**config.mk**
```make
export PLATFORM = sky130hd
export DESIGN_NAME = branch_resolver
export DESIGN_NICKNAME = d
export VERILOG_FILES = /design/src/rtl/branch_resolver.sv
export SDC_FILE = /design/constraint.sdc
export NUM_CORES = 1
export LEC_CHECK = 0
export BUFFER_PORTS_ARGS = -buffer_cell sky130_fd_sc_hd__buf_2
export CORE_MARGIN = 8
export CORE_UTILIZATION = 35
export CTS_CLUSTER_DIAMETER = 30
export DETAILED_ROUTE_END_ITERATION = 12
export PLACE_DENSITY = 0.5
export SLEW_MARGIN = 15
export SYNTH_ARGS = -nofsm -noshare
export SYNTH_HDL_FRONTEND = slang
export SYNTH_SLANG_ARGS = --single-unit
```
**constraint.sdc**
```tcl
create_clock -name CLK -period 9.65 [get_ports CLK]
set_input_delay 1.93 -clock CLK [delete_from_list [all_inputs] [get_ports CLK]]
set_output_delay 1.93 -clock CLK [all_outputs]
set_load 0.02 [all_outputs]
```
**src/rtl/branch_resolver.sv**
```systemverilog
// Branch prediction tracker: queues in-flight predictions at fetch,
// checks them at EX resolve, drives BTB write-back and flush/redirect.
//
// Ports:
//   CLK, nRST                      clock, async active-low reset
//   fetch_valid/fetch_pc           push request and PC of the fetched instr
//   pred_taken/pred_target         BTB prediction for fetch_pc
//   res_valid/res_is_branch        pop request (oldest instr resolves)
//   res_taken/res_target           actual branch outcome and target
//   full                           queue holds DEPTH entries
//   wen/pc_w/target_w/taken_w      BTB update, one-cycle pulse
//   flush/redirect_pc              mispredict squash and correct next PC
//   mispredict_count               saturating mispredict counter
//   error                          sticky pop-while-empty flag
module branch_resolver #(
    parameter int DEPTH = 4,
    parameter int CNTW  = 16
) (
    input  logic            CLK,
    input  logic            nRST,
    input  logic            fetch_valid,
    input  logic [31:0]     fetch_pc,
    input  logic            pred_taken,
    input  logic [31:0]     pred_target,
    input  logic            res_valid,
    input  logic            res_is_branch,
    input  logic            res_taken,
    input  logic [31:0]     res_target,
    output logic            full,
    output logic            wen,
    output logic [31:0]     pc_w,
    output logic [31:0]     target_w,
    output logic            taken_w,
    output logic            flush,
    output logic [31:0]     redirect_pc,
    output logic [CNTW-1:0] mispredict_count,
    output logic            error
);
    localparam int AW = $clog2(DEPTH);
    localparam logic [AW:0] FULLC = (AW+1)'(DEPTH);

    logic [31:0]   q_pc  [DEPTH];
    logic          q_pt  [DEPTH];
    logic [31:0]   q_tgt [DEPTH];
    logic [AW-1:0] rd_ptr;
    logic [AW-1:0] wr_ptr;
    logic [AW:0]   count;

    logic        pop;
    logic        push;
    logic        bad_pop;
    logic        mis;
    logic [31:0] head_pc;
    logic [31:0] pc_inc;
    logic [31:0] pred_next;
    logic [31:0] act_next;

    assign full = (count == FULLC);

    // While flush is high the pipeline is presenting wrong-path work,
    // so both ends of the queue are frozen.
    always_comb begin
        pop       = res_valid && !flush && (count != '0);
        bad_pop   = res_valid && !flush && (count == '0);
        push      = fetch_valid && !flush && (!full || pop);
        head_pc   = q_pc[rd_ptr];
        pc_inc    = head_pc + 32'd4;
        pred_next = q_pt[rd_ptr] ? q_tgt[rd_ptr] : pc_inc;
        act_next  = (res_is_branch && res_taken) ? res_target : pc_inc;
        mis       = pop && (pred_next != act_next);
    end

    // Payload storage needs no reset; count/pointers define validity.
    always_ff @(posedge CLK) begin
        if (push && !mis) begin
            q_pc[wr_ptr]  <= fetch_pc;
            q_pt[wr_ptr]  <= pred_taken;
            q_tgt[wr_ptr] <= pred_target;
        end
    end

    // Queue control. A mispredict empties the queue at the same edge
    // that raises flush, so a same-cycle push is discarded.
    always_ff @(posedge CLK or negedge nRST) begin
        if (!nRST) begin
            rd_ptr <= '0;
            wr_ptr <= '0;
            count  <= '0;
        end else if (mis) begin
            rd_ptr <= '0;
            wr_ptr <= '0;
            count  <= '0;
        end else begin
            if (push) wr_ptr <= wr_ptr + 1'b1;
            if (pop)  rd_ptr <= rd_ptr + 1'b1;
            count <= count + (AW+1)'(push) - (AW+1)'(pop);
        end
    end

    // Registered resolve outputs.
    always_ff @(posedge CLK or negedge nRST) begin
        if (!nRST) begin
            wen              <= 1'b0;
            pc_w             <= '0;
            target_w         <= '0;
            taken_w          <= 1'b0;
            flush            <= 1'b0;
            redirect_pc      <= '0;
            mispredict_count <= '0;
            error            <= 1'b0;
        end else begin
            wen   <= pop && res_is_branch;
            flush <= mis;
            if (pop && res_is_branch) begin
                pc_w     <= head_pc;
                target_w <= res_target;
                taken_w  <= res_taken;
            end
            if (mis) begin
                redirect_pc <= act_next;
                if (mispredict_count != '1)
                    mispredict_count <= mispredict_count + 1'b1;
            end
            if (bad_pop) error <= 1'b1;
        end
    end
endmodule

```
# --- Yosys cells after proc, flatten, opt, wreduce, memory -nomap -nowiden ---
# Memory sizes are Yosys's and may differ from the RTL's.
# Index checks and enable logic that the tools add are counted.
# Widths: inputs -> output; s select.
totals:
  output_inout_bits: 117
  mem_bits_ro: 0
  elab_cells: 50
  ram_bits: 260
  regBits: 123
  inputBits: 103
  memories: 3
  latchBits: 0
op_classes:
  muxes: 9
  mul: 0
  shift: 0
  reduce_logical: 18
  n_div: 0
  n_addsub: 6
  bitwise_logic: 0
  eq_ne: 3
  n_lt_le_gt_ge: 0
memory_table:
  columns: ["name", "words", "width", "read_ports", "rd_clocked_by_memory_dff", "wr", "line", "rtl"]
  rows:
  - ["q_pc", 4, 32, 1, 0, 1, "42", "logic [31:0] q_pc [DEPTH];"]
  - ["q_tgt", 4, 32, 1, 0, 1, "44", "logic [31:0] q_tgt [DEPTH];"]
  - ["q_pt", 4, 1, 1, 0, 1, "43", "logic q_pt [DEPTH];"]
op_table:
  columns: ["op", "n"]
  rows:
  - ["$mux 32", 2]
  - ["$add 32x3->32 const B", 1]
  - ["$ne 32x32->1", 1]
  - ["$add 16x1->16 const B", 1]
  - ["$ne 16x16->1 const B", 1]
  - ["$logic_and 1x1->1", 9]
  - ["$mux 2", 4]
  - ["$add 2x1->2 const B", 2]
  - ["$reduce_bool 2->1", 2]
  - ["$add 3x1->3", 1]
  - ["$eq 3x3->1 const B", 1]
  - ["$logic_not 1->1", 3]
  - ["$logic_not 3->1", 1]
  - ["$mux 3", 1]
  - ["$reduce_bool 3->1", 1]
  - ["$sub 3x1->3", 1]
  - ["$mux 1", 2]
  - ["$reduce_and 2->1", 1]
  - ["$logic_or 1x1->1", 1]

# --- Depth between registers and ports, before layout ---
# Gate-level depths: netlist (run 1).
# An unclocked memory read counts as a cell.
depth:
  word_depth: 9
  ltp_mapped: 20
  ltp_nobuf: 13

# --- Worst setup path before layout (run 1) ---
# Ideal clock, no wire load.
synth_path:
  path_type: "in2reg"
  startpoint: "in res_is_branch"
  endpoint: "mem q_pc[0][0] (enable)"
  setup_ns: 0.430
  required_time_ns: 9.220
  setup_slack_ns: 3.386
  arrival_time_ns: 5.834
  path_buffers: 4
  path_stages: 14
  cell_sequence: "and2_1 > clkbuf_1 > and2_0 > clkbuf_1 > a21oi_1 > a21oi_1 > o21ai_0 > nor4_1 > nand4_1 > or4_4 > o31ai_4 > buf_6 > buf_4 > and3_1"
synth_via:
  elab_chain_cells: 8
synth_lines:
  columns: ["item", "line", "rtl"]
  rows:
  - ["from (decl)", "26", "input logic res_is_branch,"]
  - ["$logic_and 1x1->1", "69", "act_next = (res_is_branch && res_taken) ? res_target : pc_inc;"]
  - ["$mux 32", "69", null]
  - ["$ne 32x32->1", "70", "mis = pop && (pred_next != act_next);"]
  - ["$logic_and 1x1->1", "70", null]
  - ["$logic_not 1->1", "75", "if (push && !mis) begin"]
  - ["$logic_and 1x1->1", "75", null]
  - ["$mux 1", "75", null]
  - ["$mux 1 (not written as such)", "76", "q_pc[wr_ptr] <= fetch_pc;"]
  - ["to (decl)", "42", null]
# No other way between the ends.

# --- Final worst setup path (run 1) ---
layout_path:
  startpoint: "reg rd_ptr[0]"
  endpoint: "mem q_tgt[3][1] (enable)"
layout_via:
  elab_chain_cells: 9
  word_cells_on_any_way: 12
  classes_between: "1 x add/sub; 1 x eq/ne; 4 x mux; 3 x reduce/logical; 3 x memory"
layout_lines:
  columns: ["item", "line", "rtl"]
  rows:
  - ["from (decl)", "45", "logic [AW-1:0] rd_ptr;"]
  - ["from (signal assigned)", "95", "if (pop) rd_ptr <= rd_ptr + 1'b1;"]
  - ["$mem_v2 4x32", null, null]
  - ["$add 32x3->32", "67", "pc_inc = head_pc + 32'd4;"]
  - ["$mux 32, on equally long branches", "68, 69", null]
  - ["$ne 32x32->1 *", "70", null]
  - ["$logic_and 1x1->1 *", "70", null]
  - ["$logic_not 1->1 *", "75", null]
  - ["$logic_and 1x1->1 *", "75", null]
  - ["$mux 1 *", "75", null]
  - ["$mux 1 (not written as such) *", "78", "q_tgt[wr_ptr] <= pred_target;"]
  - ["to (decl)", "44", null]
# Every way passes the cells marked *; elsewhere a longest branch is shown, timed or not.

==> metrics.txt, run 1 <==
outcome=complete, no violations; power share of the clock group=a little over two fifths; Tmin final=just under 7 ns; Die Span Y=about 240 um; Area contributors post-synth=edfxtp_1 44%, dfrtp_1 17%, mux4_2 8.3%; worst slew pin tran=1.05 ns; CTS Hold Bufs=0; sequential power share=roughly 34%; clock root cell=clkbuf_16; Met1 Wirelength=between 20 and 25 mm; Sw Share=31.8%; Critical Path RT=approximately 9.9 ns; number of H-tree levels=3; fin. max-slew vios=0; crit end category=flop; die area=~0.058 sq mm; # rows=82; Filler Cell Count=4596; Post-Route WL=54.3 mm; hpwl dp=just under 40 mm; worst clock skew=approximately 0.030 ns; number of global-route vias before repair=around 12000; Initial Utilization=between 30% and 40%; fin util=between 40 and 50%; Final period util=between 70% and 80%; Post-synth top flop=edfxtp_1; syn nets=between 1000 and 1500; via count=11600; Pwr Total=just under 7000 uW; EDFF count, synth=260; Hold Vio Cnt, Final=0; Mapped Cells=1215; initial antenna violation count=6; max-cap violations=0; Starting DRT DRC Count=slightly below 900; Bufs on Longest Clock Path=3; CP Launch Type=flop; DR WL met3=around 3.5 mm; post-synthesis sequential area ratio=61.8%; global-route wire length before repair=between 80 and 90 mm; drt first pass iters=5; top-count cell post-synth=edfxtp_1; RD Place Congestion=approximately 0.92; Final setup viols=0; die width=~240 um; CP max stage cell=mux4_2; Combinational Power Share=approximately a quarter; WL per Instance=around 25 um; Highest Signal Layer=met5; Core Box Area=between 0.04 and 0.05 sq mm; worst rel slew slack=~30%; RSZ-0062 raised after global routing=no; Yosys reg bits=between 300 and 400; CTS tree=built; DRC Markers=0; min-delay worst type=flop to flop; Worst Path Max Fanout=64; Setup Fix Bufs, Post-CTS=0; power density cells=309 mW/mm^2; switching power total=2190 uW; number of nets in the layout=about 1600; WP buf/inv=3; Lkg Pwr=0.00840 uW; Mapped Area=approximately 0.018 sq mm; Pint=approximately 4700 uW; CTS Sinks=around 380; metal2 WL=approximately 25 mm; setup_tns=0 ns; CTS Buf Count=slightly below 90; FFs w/ async S/R, synth=roughly a third; share of cells above drive strength 1=about a third; IO Pins=220; top cell type's share of synthesized area=between 40% and 50%; Worst-Skew Late Latency=around 0.63 ns; Via-to-Cell Ratio=approximately 5.3; kind of critical path=flop to flop; post-route ant nets=0; largest net degree at the start of global routing=between 70 and 80; Port Buffer Count=approximately 220; crit-path cells=buf_4 > mux4_2 > nand2_1 > a21oi_1 > a2111oi_0 > nor4b_1 > nand4_1 > a311o_1 > o31ai_4 > buf_4 > and3_2 > buf_4; Avg Synthesized Cell Area=about 14 sq um; Layout area overhead=26.4%; all-layer global routing usage=between 10% and 20%; critical path's top delay family=buffers and inverters; CP dominant cell by count=buf_4; post-synth top area cell=edfxtp_1; Congestion Overflow GR=0; clock slew at reported path FFs=~0.040 ns; Gates resized, CTS repair=0; YS warnings=0; Max Clock Freq=between 100 and 150 MHz; Worst path max stage delay=0.95 ns; worst path arrival time=7.15 ns; peak supply drop=0.185 mV; Yosys cell types=77; synth cell count leaders=260 x edfxtp_1, 123 x dfrtp_1, 99 x nand2_1
[power groups by stage]
stage | clock network (uW) | registers [uW] | logic (uW)
after floorplan | 0 | 2590 | 790
after global placement | 0 | 2340 | 1660
after detailed placement | 0 | 2350 | 1670
after CTS | 2960 | 2330 | 1680
after global routing | 3060 | 2370 | 1780
final | 2910 | 2320 | 1650
[per-layer routing]
metal | track usage (%) | up-vias
li1 | - | 5193
met1 | 26.2 | 5893
met2 | 29.0 | 452
met3 | 4.10 | 90
met4 | 6.47 | 2
met5 | 0 | -
[state kept, by name (all words and copies together), names as in the netlist, 3 cells and up]
name and flops:
q_pc 128, q_tgt 128, pc_w 32, redirect_pc 32, target_w 32, mispredict_count 16, q_pt 4, count 3
[worst register-to-register path: cells and delay by family (launching register included)]
family / cells / cell delay, ns
compound gates: 4 / 1.07
buf+inv: 3 / 1.99
flops: 1 / 0.86
mux: 1 / 0.95
simple gates: 4 / 1.59
[stage by stage]
stage / hold slack (ns) / instances / area [sq um] / worst slack, ns
2_1_floorplan: 0.538 / 1215 / 17600 / 3.39
3_3_place_gp: 0.441 / 2046 / 19200 / 2.58
3_5_place_dp: 0.447 / 2047 / 19300 / 2.58
4_1_cts: 0.456 / 2212 / 22200 / 2.59
5_1_grt: 0.472 / 2212 / 22200 / 2.24
6_report: 0.449 / 2215 / 22200 / 2.73
[logic make-up after synthesis]
logic type               after synthesis  share of synthesized area, %
flip-flops                           383                          61.8
AND/OR/NAND/NOR                      324                          9.33
AO/OA/AOI/OAI                        156                          6.09
XOR/XNOR                             108                          5.85
multiplexers                         150                          13.6
adder cells (fa/ha/maj)                8                         0.611
buffers and inverters                 86                          2.67
[worst paths after layout]
kind / start / endpoint / slack (ns) / depth (start not counted)
min in group asynchronous: nRST / target_w[11] / 1.25 / 1
max in group asynchronous: nRST / rd_ptr[0] / 6.93 / 2
setup / recovery: rd_ptr[0] / q_tgt[3][1] / 2.73 / 12
setup reg to reg: rd_ptr[0] / q_tgt[3][1] / 2.73 / 12
hold reg to reg: error / error / 0.45 / 1
hold / removal: error / error / 0.45 / 1
[placed cells by master (no fill, tap or decap), drive strengths merged, types with 14 or more instances in the layout]
master,synthesis,routed
o211ai,14,14
mux2,66,66
edfxtp,260,260
buf,51,231
nand4,24,24
and3,17,17
nand3,34,34
mux2i,19,19
nor2,60,60
clkinv,0,28
nor4,18,18
a21oi,25,25
xnor2,69,69
o21ai,39,39
clkbuf,20,112
mux4,65,65
nor3,18,18
inv,15,26
xor2,33,33
dfrtp,123,123
nand2,99,99
and2,14,14
[cell type report]
| cell class | count | area (sq um) | share of cell area, % |
|---|---|---|---|
| Multi-Input combinational cell | 746 | 6260 | 28.2 |
| Clock inverter | 53 | 597 | 2.68 |
| Clock buffer | 112 | 2380 | 10.7 |
| Inverter | 15 | 56.3 | 0.253 |
| Tap cell | 672 | 841 | 3.78 |
| Sequential cell | 383 | 10900 | 49.0 |
| Antenna cell | 3 | 7.51 | 0.0337 |
| Timing Repair Buffer | 231 | 1200 | 5.42 |
Note: power is estimated with default switching activity, not from simulation.
==> run 2, diff against run 1 <==
- ABC_AREA: not set -> 1
- PLACE_DENSITY: 0.5 -> 0.51
- clock period: 9.65 -> 6.1 ns (I/O delays scaled with it)
==> metrics.txt, run 2 <==
outcome=complete, no violations; crit end category=flop; Lkg Pwr=0.0105 uW (+24%); pre-CTS setup slack=1.04 ns (-1.54 ns); min-delay worst type=flop to flop; kind of critical path=flop to flop; syn nets=2214 (+67%); YS warnings=0 (unchanged); number of global-route vias before repair=15200 (+26%); max-cap violations=0 (unchanged); Worst path max stage delay=0.65 ns (-0.30 ns); Hold Vio Cnt, Final=0 (unchanged); Yosys cell types=43 (-44%); power density cells=608 mW/mm^2 (+97%); Core Box Area=0.0524 sq mm (+5.2%); Congestion Overflow GR=0 (unchanged); clock slew at reported path FFs=0.04 ns (about the same); Worst-Skew Late Latency=0.63 ns (about the same); storage element area=0.0109 sq mm (unchanged); share of cells above drive strength 1=18.8% (-16 points); worst path arrival time=5.31 ns (-1.84 ns); EDFF count, synth=260 (unchanged); Layout area overhead=25.7%; Critical Path RT=6.34 ns (-3.54 ns); Post-synth top flop=edfxtp_1; via count=15500 (+34%); Worst Path Max Fanout=67 (+4.7%); biggest regs=q_pc x128, q_tgt x128; number of H-tree levels=3 (unchanged); Tmin final=5.07 ns (-1.85 ns); drt first pass iters=7 (+2); critical path's top delay family=simple AND/OR/NAND/NOR gates; WP buf/inv=2 (-1); hpwl dp=43.9 mm (+13%); Mapped Area=0.0185 sq mm (+5.3%); most frequent cells in the layout=920 x nand2_1, 260 x edfxtp_1, 218 x buf_2, 188 x nand3_1, 121 x dfrtp_1; post-route cell area=0.0233 sq mm (+4.8%); fin. max-slew vios=0 (unchanged); RSZ-0062 raised after global routing=no; IO Pins=220 (unchanged); die area=0.0606 sq mm (+5.0%); CTS Buf Count=90 (+2.3%); Via-to-Cell Ratio=5.00 (-4.8%); Initial Utilization=35.4% (+0.053 points); largest net degree at the start of global routing=94 (+31%); Multi-input gate area=0.00679 sq mm (+8.4%); worst hold margin=0.468 ns (+0.0190 ns); CTS tree=built; Cell Area, Placed=0.0202 sq mm (+5.1%); Worst Slack Setup Final=1.03 ns (-1.70 ns); top cell type's share of synthesized area=42.1% (-2.2 points); # rows=84 (+2.4%); CP Launch Type=flop; Final period util=83.1% (+11 points); die width=246 um (+2.5%); number of nets in the layout=2456 (+56%); worst slew pin tran=0.945 ns (-0.105 ns); Setup Fix Bufs, Post-CTS=0 (unchanged); CTS Hold Bufs=0 (unchanged); worst rel slew slack=36.9% (+7.0 points); Final setup viols=0 (unchanged); CP dominant cell by count=nand2_1; post-route ant nets=0 (unchanged); Post-Route WL=62.3 mm (+15%); clock root cell=clkbuf_16; CTS Sinks=383 (unchanged); most common cell after layout, fill and taps aside=nand2_1; all-layer global routing usage=20.2% (+1.4 points); worst clock skew=0.0252 ns (-0.00516 ns); CP max stage cell=dfrtp_4; global-route wire length before repair=93.2 mm (+15%); post-synth top area cell=edfxtp_1; Starting DRT DRC Count=1131 (+29%); fin util=44.4% (-0.16 points); top-count cell post-synth=nand2_1; post-synthesis sequential area ratio=58.7% (-3.1 points); Bufs on Longest Clock Path=3 (unchanged); Gates resized, CTS repair=0 (unchanged); initial antenna violation count=2 (-4); peak supply drop=0.269 mV (+45%); Max Clock Freq=197 MHz (+37%); Avg Synthesized Cell Area=8.82 sq um (-39%); Area contributors post-synth=edfxtp_1 42%, nand2_1 19%, dfrtp_1 17%; DRC Markers=0 (unchanged); Port Buffer Count=219 (unchanged); Filler Cell Count=5101 (+11%); WL per Instance=20.0 um (-18%); synth cell count leaders=923 x nand2_1, 260 x edfxtp_1, 188 x nand3_1; Mapped Cells=2103 (+73%); RD Place Congestion=0.968 (+4.8%); Yosys reg bits=383 (unchanged); FFs w/ async S/R, synth=32.1% (unchanged); Die Span Y=246 um (+2.5%); crit-path cells=inv_4 > nand2_1 > nand3_1 > nand2_1 > ha_1 > nand3_1 > nor2_1 > nand3_1 > nor2_2 > nand3_1 > nand3_1 > nand2_1 > nand2_1 > nand2_1 > nor2_1 > nand2_1 > nor2_1 > nand3_4 > nand2_4 > nand2_1 > nor2_4 > buf_4
[run 2: changes by cell type in the layout (fill, tap and decap cells not counted), sizes merged, moves of 65 or more]
cell,change
mux2,-66
inv,+82
nand2,+831
mux4,-65
nor2,+70
o21ai,+77
nand3,+158
[run 2: through the flow]
step | instances | total power [uW] | TNS (ns)
after floorplan | 2103 | 7490 | -26.14
after global placement | 2941 | 9420 | 0
after detailed placement | 2941 | 9460 | 0
after CTS | 3106 | 14300 | 0
after global routing | 3107 | 15100 | 0
final | 3110 | 14200 | 0
[run 2: report_power, final]
part / internal (uW) / total, uW / switching, uW
logic: 1550 / 5700 / 4140
clock network: 3290 / 4770 / 1480
registers: 3400 / 3710 / 313
[run 2: area by class of cell]
type                            instances  share of cell area (%)
Timing Repair Buffer                  244                    5.59
Tap cell                              688                    3.69
Inverter                              106                    1.72
Sequential cell                       383                    46.7
Clock inverter                         53                    2.78
Multi-Input combinational cell       1520                    29.1
Antenna cell                            4                  0.0429
Clock buffer                          112                    10.3
[run 2: worst paths after layout]
check	from	endpoint	slack, ns	cells past startpoint
setup / recovery	rd_ptr[0]	q_tgt[1][6]	1.03	22
hold / removal	error	error	0.47	1
setup reg to reg	rd_ptr[0]	q_tgt[1][6]	1.03	22
hold reg to reg	error	error	0.47	1
max in group asynchronous	nRST	rd_ptr[0]	4.06	2
min in group asynchronous	nRST	pc_w[0]	0.62	1
[run 2: kinds of logic after synthesis]
kind of cell,Yosys count,share of synthesized area [%]
buf+inv,200,4.91
fa+ha+maj,8,0.580
flops,383,58.7
compound gates,182,5.51
simple gates,1309,29.3
xor+xnor,21,0.992
[run 2: routing by layer]
layer | global-route usage, % | vias up | part of all wire, %
met5 | 0 | - | 0.019
met3 | 4.17 | 81 | 7.1
met4 | 6.55 | 2 | 2.0
met1 | 26.7 | 7416 | 44
met2 | 32.9 | 552 | 47
li1 | - | 7493 | -
==> run 3, diff against run 2 <==
- clock period: 6.1 -> 4.5 ns (I/O delays scaled with it)
==> metrics.txt, run 3 (synthesized netlist as in run 2, its figures left out) <==
Lkg Pwr=0.0108 uW (+3.5%); Combinational Power Share=41.7% (+1.5 points); number of nets in the layout=2502 (+1.9%); Worst Path Max Fanout=70 (+4.5%); die width=246 um (unchanged); Finished Layout Cells=3152 (+1.4%); Via-to-Cell Ratio=5.01 (+0.17%); WL per Instance=19.9 um (-0.43%); Port Buffer Count=219 (unchanged); outcome=complete, no violations; Starting DRT DRC Count=1276 (+13%); RD Place Congestion=0.939 (-3.0%); Pint=11700 uW (+42%); post-route cell area=0.0240 sq mm (+3.0%); setup_tns=0 ns (unchanged); largest net degree at the start of global routing=74 (-21%); crit end category=flop; Cell Area, Placed=0.0209 sq mm (+3.3%); Critical Path RT=4.80 ns (-1.54 ns); # rows=84 (unchanged); switching power total=8040 uW (+35%); die area=0.0606 sq mm (unchanged); power density cells=821 mW/mm^2 (+35%); most frequent cells in the layout=919 x nand2_1, 260 x edfxtp_1, 218 x buf_2, 188 x nand3_1, 121 x dfrtp_1; Worst-Skew Late Latency=0.62 ns (about the same); worst slew pin tran=0.731 ns (-0.215 ns); clock root cell=clkbuf_16; biggest regs=q_pc x128, q_tgt x128; via count=15800 (+1.5%); worst rel slew slack=51.3% (+14 points); Hold Vio Cnt, Final=0 (unchanged); number of global-route vias before repair=15600 (+2.2%); Filler Cell Count=5025 (-1.5%); CTS tree=built; initial antenna violation count=0 (-2); Sw Share=40.8% (-1.1 points); Multi-input gate area=0.00680 sq mm (+0.15%); r2r worst-path depth=23 (+4.5%); IO Pins=220 (unchanged); Cells after DPL=2991 (+1.7%); clock slew at reported path FFs=0.04 ns (about the same); Final period util=94.2% (+11 points); number of H-tree levels=3 (unchanged); Congestion Overflow GR=0 (unchanged); max-cap violations=0 (unchanged); Bufs on Longest Clock Path=3 (unchanged); DRC Markers=0 (unchanged); CTS Sinks=383 (unchanged); fin util=45.8% (+1.3 points); Layout area overhead=29.5%; Initial Utilization=35.4% (unchanged); drt first pass iters=6 (-1); Die Span Y=246 um (unchanged); antenna fix cells=0 (-4); all-layer global routing usage=20.6% (+0.36 points); post-route ant nets=0 (unchanged); Final setup viols=0 (unchanged); worst clock skew=0.0338 ns (+0.00860 ns); share of cells above drive strength 1=20.5% (+1.7 points); Core Box Area=0.0524 sq mm (unchanged); RSZ-0062 raised after global routing=no; storage element area=0.0109 sq mm (unchanged); sequential power share=25.2% (-1.0 points); power share of the clock group=33.1% (-0.6 points); hpwl dp=46.6 mm (+6.1%); peak supply drop=0.355 mV (+32%); CP Launch Type=flop; Max Clock Freq=236 MHz (+20%); global-route wire length before repair=94.6 mm (+1.5%); min-delay worst type=primary input to asynchronous set/reset pin; Post-Route WL=62.9 mm (+0.92%); kind of critical path=flop to flop; CTS Buf Count=86 (-4.4%); worst path arrival time=4.53 ns (-0.78 ns); Pwr Total=19700 uW (+39%); most common cell after layout, fill and taps aside=nand2_1; fin. max-slew vios=0 (unchanged); Tmin final=4.24 ns (-0.831 ns)
-- run 3: changes by cell type in the layout (fill, tap and decap cells not counted), moves of 3 or more --
cell and delta:
inv_6 +4, buf_4 +24, diode_2 -4, clkbuf_1 -3, clkinvlp_4 -5, buf_12 +24
clkbuf_8 +6, clkinv_2 -3
-- run 3: power groups by stage --
stage	clock [uW]	combinational [uW]	sequential, uW
after detailed placement	0	8240	5030
final	6520	8220	4970
after global routing	6840	9120	5060
after CTS	6640	8290	4980
after floorplan	0	4650	5490
after global placement	0	8230	5020
-- run 3: layer usage --
| metal | part of all wire (%) | GRT usage, % | vias to the layer above |
|---|---|---|---|
| met1 | 44 | 27.3 | 7535 |
| met3 | 7.7 | 4.92 | 101 |
| li1 | - | - | 7590 |
| met4 | 2.9 | 7.26 | 0 |
| met2 | 46 | 32.6 | 555 |
| met5 | 0 | 0 | - |
-- run 3: layout make-up --
class                           count  share of cell area, %
Tap cell                          688                   3.58
Multi-Input combinational cell   1520                   28.3
Inverter                          106                   1.68
Clock buffer                      113                   10.1
Timing Repair Buffer              294                   8.27
Clock inverter                     48                   2.70
Sequential cell                   383                   45.3
-- run 3: worst max-delay path: stages (launching register included) --
cell and delay (ns):
dfrtp_4 0.50, buf_12 0.22, nand2_1 0.10, nand3_1 0.07
nand2_1 0.15, ha_1 0.22, inv_1 0.10, nor2_4 0.17
nand2_2 0.11, nor2_4 0.25, nand3_1 0.24, nand3_1 0.19
nand2_1 0.12, nand3_1 0.09, nand2_1 0.05, nor2_1 0.09
nand2_1 0.07, nor3_2 0.26, nand3_4 0.13, nand2_4 0.08
nand2_2 0.14, nor2_4 0.17, buf_12 0.17, buf_12 0.17
-- run 3: path summary, 6_finish.rpt --
path,from,end,slack (ns)
worst min-delay path,nRST,target_w[12],0.33
worst max register to register,rd_ptr[0],q_pc[1][5],0.26
max in group asynchronous,nRST,redirect_pc[29],3.16
worst max-delay path,rd_ptr[0],q_pc[1][5],0.26
min in group CLK,error,error,0.46
worst min register to register,error,error,0.46
-- run 3: timing repair --
item                                    4_1_cts  5_1_grt
buffers inserted                              0        0
hold buffers                                  0        0
gates resized for setup                       1        5
pin swaps                                     0        1
endpoints found under the setup margin        1      264
-- run 3: metrics by stage --
stage / hold WS (ns) / setup WS [ns]
floorplan: 0.517 / -0.430
global placement: 0.452 / -0.0243
detailed placement: 0.457 / -0.0235
CTS: 0.337 / 0.110
global route: 0.358 / 0.0204
finish: 0.326 / 0.263
